File: config.mk
export PLATFORM = sky130hd
export DESIGN_NAME = spi_minion_ifc
export DESIGN_NICKNAME = d
export VERILOG_FILES = /design/src/rtl/spi_minion_ifc.sv
export SDC_FILE = /design/constraint.sdc
export NUM_CORES = 1
export LEC_CHECK = 0
export BUFFER_PORTS_ARGS = -buffer_cell sky130_fd_sc_hd__buf_2
export CORE_MARGIN = 8
export CORE_UTILIZATION = 54
export DETAILED_ROUTE_END_ITERATION = 10
export GPL_TIMING_DRIVEN = 0
export PLACE_DENSITY_LB_ADDON = 0.1
export SLEW_MARGIN = 20
export SYNTH_ARGS = -nofsm -noshare
export SYNTH_HDL_FRONTEND = slang
export SYNTH_SLANG_ARGS = --single-unit
File: constraint.sdc
create_clock -name clk -period 2.1 [get_ports clk]
set_input_delay 0.42 -clock clk [delete_from_list [all_inputs] [get_ports clk]]
set_output_delay 0.42 -clock clk [all_outputs]
set_load 0.005 [all_outputs]
File: src/rtl/spi_minion_ifc.sv
// SPI mode-0 minion: oversamples cs/sclk/mosi and bridges frames to val/rdy streams.
// Optional SPI_MINION_FLOWCTRL_EN adds a two-bit flow-control header to every frame.
module spi_minion_ifc #(
  parameter int NBITS       = 8,
  parameter int SYNC_STAGES = 2
) (
  input  logic             clk,
  input  logic             reset,
  input  logic             cs,
  input  logic             sclk,
  input  logic             mosi,
  output logic             miso,
  output logic [NBITS-1:0] recv_msg,
  output logic             recv_val,
  input  logic             recv_rdy,
  input  logic [NBITS-1:0] send_msg,
  input  logic             send_val,
  output logic             send_rdy,
  output logic             overflow,
  output logic             busy
);

`ifdef SPI_MINION_FLOWCTRL_EN
  localparam int FRAME = NBITS + 2;
`else
  localparam int FRAME = NBITS;
`endif
  localparam int CW = $clog2(FRAME + 2);
  localparam logic [CW-1:0] CNT_FULL = CW'(FRAME);
  localparam logic [CW-1:0] CNT_SAT  = CW'(FRAME + 1);

  typedef enum logic {IDLE, ACTIVE} state_t;

  logic [SYNC_STAGES-1:0] cs_sync, sclk_sync, mosi_sync;
  logic                   cs_d, sclk_d;
  logic                   cs_s, sclk_s, mosi_s;
  logic                   cs_fall, cs_rise, sclk_rise, sclk_fall;

  state_t           state, state_next;
  logic             start, stop, shift_rx, shift_tx, hdr_ok;
  logic [FRAME-1:0] rx_shreg, tx_shreg;
  logic [CW-1:0]    cnt;

  always_ff @(posedge clk or posedge reset) begin
    if (reset) begin
      cs_sync   <= '1;
      sclk_sync <= '0;
      mosi_sync <= '0;
      cs_d      <= 1'b1;
      sclk_d    <= 1'b0;
    end else begin
      cs_sync   <= {cs_sync[SYNC_STAGES-2:0], cs};
      sclk_sync <= {sclk_sync[SYNC_STAGES-2:0], sclk};
      mosi_sync <= {mosi_sync[SYNC_STAGES-2:0], mosi};
      cs_d      <= cs_sync[SYNC_STAGES-1];
      sclk_d    <= sclk_sync[SYNC_STAGES-1];
    end
  end

  assign cs_s      = cs_sync[SYNC_STAGES-1];
  assign sclk_s    = sclk_sync[SYNC_STAGES-1];
  assign mosi_s    = mosi_sync[SYNC_STAGES-1];
  assign cs_fall   = cs_d & ~cs_s;
  assign cs_rise   = ~cs_d & cs_s;
  assign sclk_rise = ~sclk_d & sclk_s;
  assign sclk_fall = sclk_d & ~sclk_s;

`ifdef SPI_MINION_FLOWCTRL_EN
  logic master_rdy_q;
  assign hdr_ok = rx_shreg[FRAME-1];
`else
  assign hdr_ok = 1'b1;
`endif

  always_ff @(posedge clk or posedge reset) begin
    if (reset) state <= IDLE;
    else       state <= state_next;
  end

  always_comb begin
    state_next = state;
    start      = 1'b0;
    stop       = 1'b0;
    send_rdy   = 1'b0;
    unique case (state)
      IDLE: if (cs_fall) begin
        start      = 1'b1;
        state_next = ACTIVE;
      end
      ACTIVE: if (cs_rise) begin
        stop       = 1'b1;
        state_next = IDLE;
      end
      default: state_next = IDLE;
    endcase
`ifdef SPI_MINION_FLOWCTRL_EN
    send_rdy = start & send_val & master_rdy_q;
`else
    send_rdy = start & send_val;
`endif
  end

  // cs_rise wins over a coincident sclk edge so a late edge cannot corrupt the frame
  assign shift_rx = (state == ACTIVE) & sclk_rise & ~cs_rise;
  assign shift_tx = (state == ACTIVE) & sclk_fall & ~cs_rise;

  always_ff @(posedge clk or posedge reset) begin
    if (reset) begin
      rx_shreg <= '0;
      tx_shreg <= '0;
      cnt      <= '0;
      recv_msg <= '0;
      recv_val <= 1'b0;
      overflow <= 1'b0;
`ifdef SPI_MINION_FLOWCTRL_EN
      master_rdy_q <= 1'b1;
`endif
    end else begin
      if (start) begin
        cnt <= '0;
`ifdef SPI_MINION_FLOWCTRL_EN
        tx_shreg <= {send_val, ~recv_val, (send_rdy ? send_msg : {NBITS{1'b0}})};
`else
        tx_shreg <= send_rdy ? send_msg : '0;
`endif
      end else if (shift_tx) begin
        tx_shreg <= {tx_shreg[FRAME-2:0], 1'b0};
      end

      if (shift_rx) begin
        rx_shreg <= {rx_shreg[FRAME-2:0], mosi_s};
        if (cnt != CNT_SAT) cnt <= cnt + 1'b1;
      end

      if (recv_val && recv_rdy) recv_val <= 1'b0;

      if (stop && cnt == CNT_FULL) begin
`ifdef SPI_MINION_FLOWCTRL_EN
        master_rdy_q <= rx_shreg[FRAME-2];
`endif
        if (hdr_ok) begin
          if (!recv_val || recv_rdy) begin
            recv_msg <= rx_shreg[NBITS-1:0];
            recv_val <= 1'b1;
          end else begin
            overflow <= 1'b1;
          end
        end
      end
    end
  end

  assign miso = tx_shreg[FRAME-1];
  assign busy = (state == ACTIVE);

endmodule

==> impl_metrics.toml, run 1 <==
[worst_setup_path]
endpoint_kind = "output port"
cp_slowest_cell = "dfstp_2"
path_cells = "or3b_4 > nor2_2 > buf_2"
slowest_delay_ns = 0.55
cp_max_fo = 10
path_class = "reg2out"
cp.required_ns = 1.68
start_kind = "flip-flop"
critical_path_arrival_ns = 1.59

[timing]
tightest_slew_ns = 0.7862
hold_viol_final = 0
rsz0062_at_grt = "no"
skew_ns = 0.006249
slew_violations = 0
finalSetupViolations = 0
fin_crit_sh_pct = 95.75
fmax_ghz = 0.4973
setup-tns-final_ns = 0
relSlewSlack_pct = 47.51
finalWorstSetupSlack_ns = 0.08916
fin_crit_ns = 2.011

[pwr]
p_leak_nw = 0.9563
powerDensity_mw_per_mm2 = 841.2
ir_worst_vdd_mv = 0.3962

[grt]
grt_pass1_wl_um = 4747
overflow = 0
track_usage_pct = 12.10
antenna_found_initial = 0
first_global_vias = 1087
grt_max_degree = 40

[cells_and_area]
n_antenna_cell = 0
nNetsFinal = 191
syn_to_final_growth_pct = 13.90
drive_gt1_share_pct = 36.99

[clock_tree]
h-tree-depth = 2
cts_sinks = 39
numCtsBuffers = 5
cts_root_buf = "clkbuf_4"
clkLatencyLatePin_ns = 0.35
cts_tree = "built"
clk_path_buf_depth = 2
clk_pin_slew_ns = 0.10

[logic_synthesis]
synthTopCellsByCount = "36 x dfrtp_1, 17 x nor2_1, 16 x a21oi_1, 16 x mux2_2, 14 x nand2_1"
ys_seq_area_share_pct = 59.45
synth-seq-cells = 39
synth_area_leaders = "dfrtp_1 55%, mux2_2 11%, a21oi_1 4.9%"
synth_nets = 158
netlist_area_sq_mm = 0.001648
ys_types = 29
synth-edff-count = 0
yosysWarningCount = 0
synth_flop_cell = "dfrtp_1"
yosysMostFrequentCell = "dfrtp_1"
async_flop_share_pct = 100.0
synth.largest_area_cell = "dfrtp_1"
yosys.area.top_type_share_pct = 54.67
synth_area_per_cell_sq_um = 11.77
syn_inst = 140

[die]
dieWidth_um = 71.24
die_area_sq_mm = 0.005075
start_util_pct = 55.34
coreArea_sq_mm = 0.002978
rows = 20
die_h_um = 71.24
pin_count = 28

[outcome]
status = "finished, final reports clean"

[min_path]
min_path_type = "in2reg"

[job]
cap_viol_max_count = 0

[place]
place_congestion = 0.7346
dpl_worst_slack_ns = 0.3428
io_buffers = 26
dpl.hpwl_um = 1929

[routing]
drc = 0
vias = 1047
drt_iter0_drc = 40
dr.pass1.iters = 4
wl_per_cell_um = 13.28
finalWirelength_um = 2736
viasPerCell = 5.083
antenna_left = 0
state kept, by name, summed over array words and instances, names as in the netlist:
register	count
recv_msg	8
rx_shreg	8
tx_shreg	8
cnt	4
cs_sync	2
mosi_sync	2
sclk_sync	2
busy	1
cs_d	1
overflow	1
recv_val	1
sclk_d	1
metrics by stage:
step                      total power, mW  hold WS (ns)  utilization, %  cell area [sq um]  cells
after global routing                1.669        0.1388           63.03               1877    206
final                               1.579        0.1636           63.03               1877    206
after detailed placement            1.210        0.3347           61.09               1819    199
after CTS                           1.598        0.1481           62.98               1876    206
after floorplan                     1.134        0.3312               -               1648    140
after global placement              1.191        0.3346           61.09               1819    199
critical path, delay by kind of cell (launching register included):
kind / cells / cell delay, ns
simple gates: 2 / 0.58
buf+inv: 1 / 0.12
flops: 1 / 0.55
per-layer routing:
metal | global-route usage [%] | part of all wire (%)
met5 | 0 | 0
met4 | 9.238 | 2.4
met3 | 4.184 | 4.6
met2 | 19.18 | 49
met1 | 13.02 | 44
cell families (layout without fill, tap and decap cells):
family	after synthesis	count (layout)	synth area share, %
adders and majority gates	3	3	2.278
AOI/OAI and AO/OA	22	22	8.580
muxes	18	18	12.15
and+or+nand+nor	43	43	11.85
buffers and inverters	15	48	5.694
DFF	39	39	59.45
power by group:
| part | switching, mW | internal (mW) | total, mW |
|---|---|---|---|
| logic | 0.116 | 0.128 | 0.243 |
| clock network | 0.233 | 0.155 | 0.388 |
| registers | 0.0775 | 0.870 | 0.948 |
| total | 0.426 | 1.15 | 1.58 |
timing repair:
item                                    4_1_cts  5_1_grt
endpoints found under the setup margin        0        1
hold buffers                                  0        0
resized for setup                             0        2
setup buffers                                 0        1
cells in the final DEF (no fill, tap or decap), types with 5 or more instances in the layout:
cell	instances
clkbuf_4	5
nor2_1	16
nand2_1	14
mux2_2	16
a21oi_1	16
dfrtp_1	36
buf_2	26
inv_1	8
cell type report:
cell class / instances / area, sq um
fillers: 251 / 1101
flip-flops and latches: 39 / 979.7
multi-input cells: 86 / 579.3
repair buffers: 27 / 137.6
clock buffers: 6 / 51.30
plain buffers: 5 / 48.80
well taps: 33 / 41.29
inverters: 9 / 33.78
clock inverters: 1 / 5.005
worst paths after layout:
kind | start | to | slack, ns | cells after the start
worst max-delay path | cs_d | send_rdy | 0.09 | 3
worst min-delay path | cs | cs_sync[0] | 0.16 | 1
max in group asynchronous | reset | rx_shreg[0] | 1.40 | 2
worst min register to register | sclk_sync[0] | sclk_sync[1] | 0.36 | 0
worst max register to register | cs_d | rx_shreg[2] | 0.27 | 5
min in group asynchronous | reset | recv_msg[3] | 0.20 | 2
Power figures use the tool's default switching activity.
==> run 2, diff against run 1 <==
- PLACE_DENSITY: not set -> 0.8
- PLACE_DENSITY_LB_ADDON: 0.1 -> not set
==> impl_metrics.toml, run 2 (synthesis results as in run 1) <==
[outcome]
status = "finished, final reports clean"

[worst_setup_path]
path_cells = "or3b_1 > buf_6 > nor2_2 > buf_2"
r2r-start = "cs_d"
cp_num_buf_inv = 2
critical_path_arrival_ns = 1.59
cp_max_fo = 10
start_kind = "flip-flop"
cp_slowest_cell = "dfstp_2"
critPathTopFamily = "flip-flops"
cp.required_ns = 1.68
cp-startpoint = "cs_d"
endpoint_kind = "output port"
path_class = "reg2out"
slowest_delay_ns = 0.55

[grt]
track_usage_pct = 12.01
grt_pass1_wl_um = 4843
overflow = 0
antenna_found_initial = 0
first_global_vias = 1112
grt_max_degree = 40

[clock_tree]
h-tree-depth = 2
clk_path_buf_depth = 2
clk_pin_slew_ns = 0.10
clkLatencyLatePin_ns = 0.33
ctsHoldBuffers = 0
numCtsBuffers = 5
cts_sinks = 39
cts_root_buf = "clkbuf_4"
post_cts_buffers = 0
cts_tree = "built"

[cells_and_area]
multi_input_area_sq_um = 576.8
top_regs = "recv_msg x8, rx_shreg x8, tx_shreg x8"
n_antenna_cell = 0
regArea_sq_um = 979.7
final_common_cell = "dfrtp_1"
nNetsFinal = 191
drive_gt1_share_pct = 36.42
layout_common_cells = "36 x dfrtp_1, 26 x buf_2, 16 x a21oi_1, 16 x nor2_1, 16 x mux2_2"
layout.filler_cells = 264
syn_to_final_growth_pct = 13.97

[routing]
vias = 1084
finalWirelength_um = 2854
drt_iter0_drc = 64
antenna_left = 0
viasPerCell = 5.262
drc = 0
dr.pass1.iters = 4
wl_per_cell_um = 13.85

[die]
die_area_sq_mm = 0.005075
rows = 20
pin_count = 28
coreArea_sq_mm = 0.002978
dieWidth_um = 71.24
die_h_um = 71.24
start_util_pct = 55.34

[pwr]
p_leak_nw = 0.9568
finalPower_mw = 1.580
powerDensity_mw_per_mm2 = 841.6
ir_worst_vdd_mv = 0.4643

[timing]
rsz0062_at_grt = "no"
setup-tns-final_ns = 0
fin_crit_sh_pct = 95.88
finalSetupViolations = 0
skew_ns = 0.007514
tightest_slew_ns = 0.7866
fin_crit_ns = 2.013
fmax_ghz = 0.4967
slew_violations = 0
relSlewSlack_pct = 47.48
hold_viol_final = 0

[min_path]
min_path_type = "in2reg"
min-delay-start = "cs"

[job]
cap_viol_max_count = 0

[place]
place_congestion = 0.7231
io_buffers = 26
dpl.hpwl_um = 2046
-- run 2: cell counts in the layout (fill, tap and decap cells not counted) --
No cell type changed its count.
-- run 2: what timing repair did --
action | 4_1_cts | 5_1_grt
gates resized for setup | 0 | 1
endpoints found under the hold margin | 0 | 0
endpoints found under the setup margin | 0 | 1
-- run 2: path summary, 6_finish.rpt --
path | to | slack, ns | cells past startpoint
max | send_rdy | 0.09 | 4
min | cs_sync[0] | 0.18 | 1
max reg2reg | rx_shreg[2] | 0.37 | 4
min reg2reg | sclk_sync[1] | 0.36 | 0
max in group asynchronous | sclk_sync[1] | 1.38 | 2
min in group asynchronous | tx_shreg[7] | 0.23 | 2
-- run 2: cell type report --
class	count	share of cell area, %
flip-flops and latches	39	52.17
repair buffers	26	6.929
plain buffers	6	3.198
inverters	9	1.799
clock buffers	6	2.732
clock inverters	1	0.2665
well taps	33	2.199
multi-input cells	86	30.71
-- run 2: worst reg2reg max path, delay by kind of cell, from the launching register on --
kind | cells | cell delay (ns)
flops | 1 | 0.55
simple gates | 2 | 0.50
mux | 1 | 0.35
buf+inv | 1 | 0.24
-- run 2: per-stage QoR --
stage | hold WS, ns | utilization (%) | area (sq um) | instances | setup WS (ns)
4_1_cts | 0.1627 | 62.98 | 1876 | 206 | 0.01873
2_1_floorplan | 0.3312 | - | 1648 | 140 | 0.5107
3_3_place_gp | 0.3323 | 61.09 | 1819 | 199 | 0.3480
5_1_grt | 0.1507 | 63.07 | 1878 | 206 | 0.007900
3_5_place_dp | 0.3387 | 61.09 | 1819 | 199 | 0.3546
6_report | 0.1835 | 63.07 | 1878 | 206 | 0.08652
-- run 2: report_power, final --
group	internal, mW	switching, mW	leakage [nW]	total [mW]
sequential	0.870	0.0839	0.489	0.954
clock	0.155	0.220	0.0341	0.375
combinational	0.129	0.122	0.434	0.251
-- run 2: routing by layer --
metal	track usage [%]	vias up	routed length [um]
met2	19.29	24	1421
li1	-	526	-
met3	4.045	5	132
met5	0	-	0
met1	13.55	529	1256
met4	7.159	0	44
==> run 3, diff against run 2 <==
- ABC_AREA: not set -> 1
- CORE_UTILIZATION: 54 -> 55
- PLACE_DENSITY: 0.8 -> 0.81
==> impl_metrics.toml, run 3 <==
[routing]
antenna_left = 0
wl_per_cell_um = 11.95
drt_iter0_drc = 52
drc = 0
dr.pass1.iters = 4
viasPerCell = 4.900
finalWirelength_um = 2987
vias = 1225

[place]
place_congestion = 0.7684
io_buffers = 26
dpl_worst_slack_ns = 0.5301
dpl.hpwl_um = 2262

[min_path]
min_path_type = "in2reg"

[logic_synthesis]
yosysWarningCount = 0
ys_types = 23
synth_nets = 199
synthTopCellsByCount = "61 x nand2_1, 36 x dfrtp_1, 19 x inv_1, 14 x nand3_1, 9 x o21ai_0"
synth_area_leaders = "dfrtp_1 53%, nand2_1 13%, dfstp_2 4.6%"
synth_xor_area_share_pct = 1.028
yosys-mux-area-fraction_pct = 0
yosysMostFrequentCell = "nand2_1"
synth-edff-count = 0
syn_inst = 181
synth.largest_area_cell = "dfrtp_1"
ys_seq_area_share_pct = 57.49
synth_flop_cell = "dfrtp_1"
synth-seq-cells = 39
netlist_area_sq_mm = 0.001704
yosys.area.top_type_share_pct = 52.86
synth_top_family_by_area = "simple AND/OR/NAND/NOR gates"
synth_fa_ha_area_share_pct = 2.203
synth_area_per_cell_sq_um = 9.415
synth_compound_area_share_pct = 7.195
async_flop_share_pct = 100.0
synth_simple_gate_area_share_pct = 25.77

[timing]
finalWorstSetupSlack_ns = 0.1558
fin_crit_sh_pct = 92.58
setup-tns-final_ns = 0
fin_crit_ns = 1.944
relSlewSlack_pct = 77.12
fmax_ghz = 0.5143
slew_violations = 0
hold_viol_final = 0
tightest_slew_ns = 0.3428
skew_ns = 0.01103
finalSetupViolations = 0
rsz0062_at_grt = "no"

[grt]
grtUsageMet2_pct = 19.84
track_usage_pct = 12.93
grt_pass1_wl_um = 5278
top_usage_layer = "met2"
overflow = 0
first_global_vias = 1185
met1_usage_pct = 15.18
antenna_found_initial = 0
use_met3_pct = 5.160
grt_max_degree = 34

[job]
cap_viol_max_count = 0

[die]
rows = 20
pin_count = 28
die_area_sq_mm = 0.005136
start_util_pct = 56.75
dieWidth_um = 71.67
die_h_um = 71.67
coreArea_sq_mm = 0.003003

[worst_setup_path]
cp.required_ns = 1.68
start_kind = "flip-flop"
endpoint_kind = "output port"
path_cells = "inv_1 > nor2_2 > nand3_1 > inv_1 > buf_2"
cp_num_buf_inv = 3
critPathTopFamily = "flip-flops"
critical_path_arrival_ns = 1.52
path_class = "reg2out"
slowest_delay_ns = 0.54
cp_slowest_cell = "dfstp_2"
cp_max_fo = 9
cp_common_cell = "inv_1"

[cells_and_area]
drive_gt1_share_pct = 28.57
syn_to_final_growth_pct = 15.20
nNetsFinal = 234
final_common_cell = "nand2_1"
n_antenna_cell = 0
layout_common_cells = "61 x nand2_1, 36 x dfrtp_1, 28 x buf_2"
final_core_util_pct = 65.38
top_regs = "recv_msg x8, rx_shreg x8, tx_shreg x8"
layout.filler_cells = 243

[outcome]
status = "finished, final reports clean"

[clock_tree]
clkLatencyLatePin_ns = 0.34
clk_pin_slew_ns = 0.12
cts_sinks = 39
h-tree-depth = 2
clk_path_buf_depth = 2
cts_tree = "built"
numCtsBuffers = 5
cts_root_buf = "clkbuf_4"

[pwr]
powerDensity_mw_per_mm2 = 848.7
p_leak_nw = 1.053
ir_worst_vdd_mv = 0.5456
finalPower_mw = 1.666
-- run 3: repair_timing --
action	4_1_cts	5_1_grt
hold buffers	1	0
buffers inserted	0	0
hold endpoints to repair	3	0
resized for setup	0	0
-- run 3: logic make-up after synthesis --
kind of cell / after synthesis
AO/OA/AOI/OAI: 18
buffers and inverters: 25
AND/OR/NAND/NOR: 94
adder cells (fa/ha/maj): 3
flip-flops: 39
XOR/XNOR: 2
-- run 3: power by group --
group | switching, mW | internal [mW]
clock | 0.241 | 0.128
sequential | 0.0775 | 0.881
combinational | 0.204 | 0.134
total | 0.523 | 1.14
-- run 3: worst paths after layout --
path                                     to  slack (ns)  depth (start not counted)        from
min in group asynchronous          recv_val        0.50                          3       reset
worst max-delay path               send_rdy        0.16                          5        cs_d
worst min-delay path             cs_sync[0]        0.16                          1          cs
max in group asynchronous            cnt[0]        1.18                          4       reset
worst min register to register   cs_sync[1]        0.36                          0  cs_sync[0]
worst max register to register  tx_shreg[4]        0.60                          8        cs_d
-- run 3: area by class of cell --
cell class	instances	area (sq um)	share of cell area [%]
inverter	20	75.07	3.824
tap	33	41.29	2.103
multi-input combinational	117	616.8	31.42
clock buffer	5	37.54	1.912
sequential	39	979.7	49.90
buffer	5	32.53	1.657
timing repair buffer	28	160.2	8.158
clock inverter	3	20.02	1.020
-- run 3: metal layers --
layer  wire length, um  vias to the layer above
li1                  -                      646
met1              1369                      551
met2              1365                       23
met3               204                        5
met4                47                        0
met5                 0                        -
-- run 3: per-stage QoR --
stage               cells  cell area (sq um)  hold slack (ns)
global placement      240               1876           0.3328
global route          250               1963           0.1218
finish                250               1963           0.1562
CTS                   250               1963           0.1411
floorplan             181               1704           0.3312
detailed placement    241               1896           0.3326
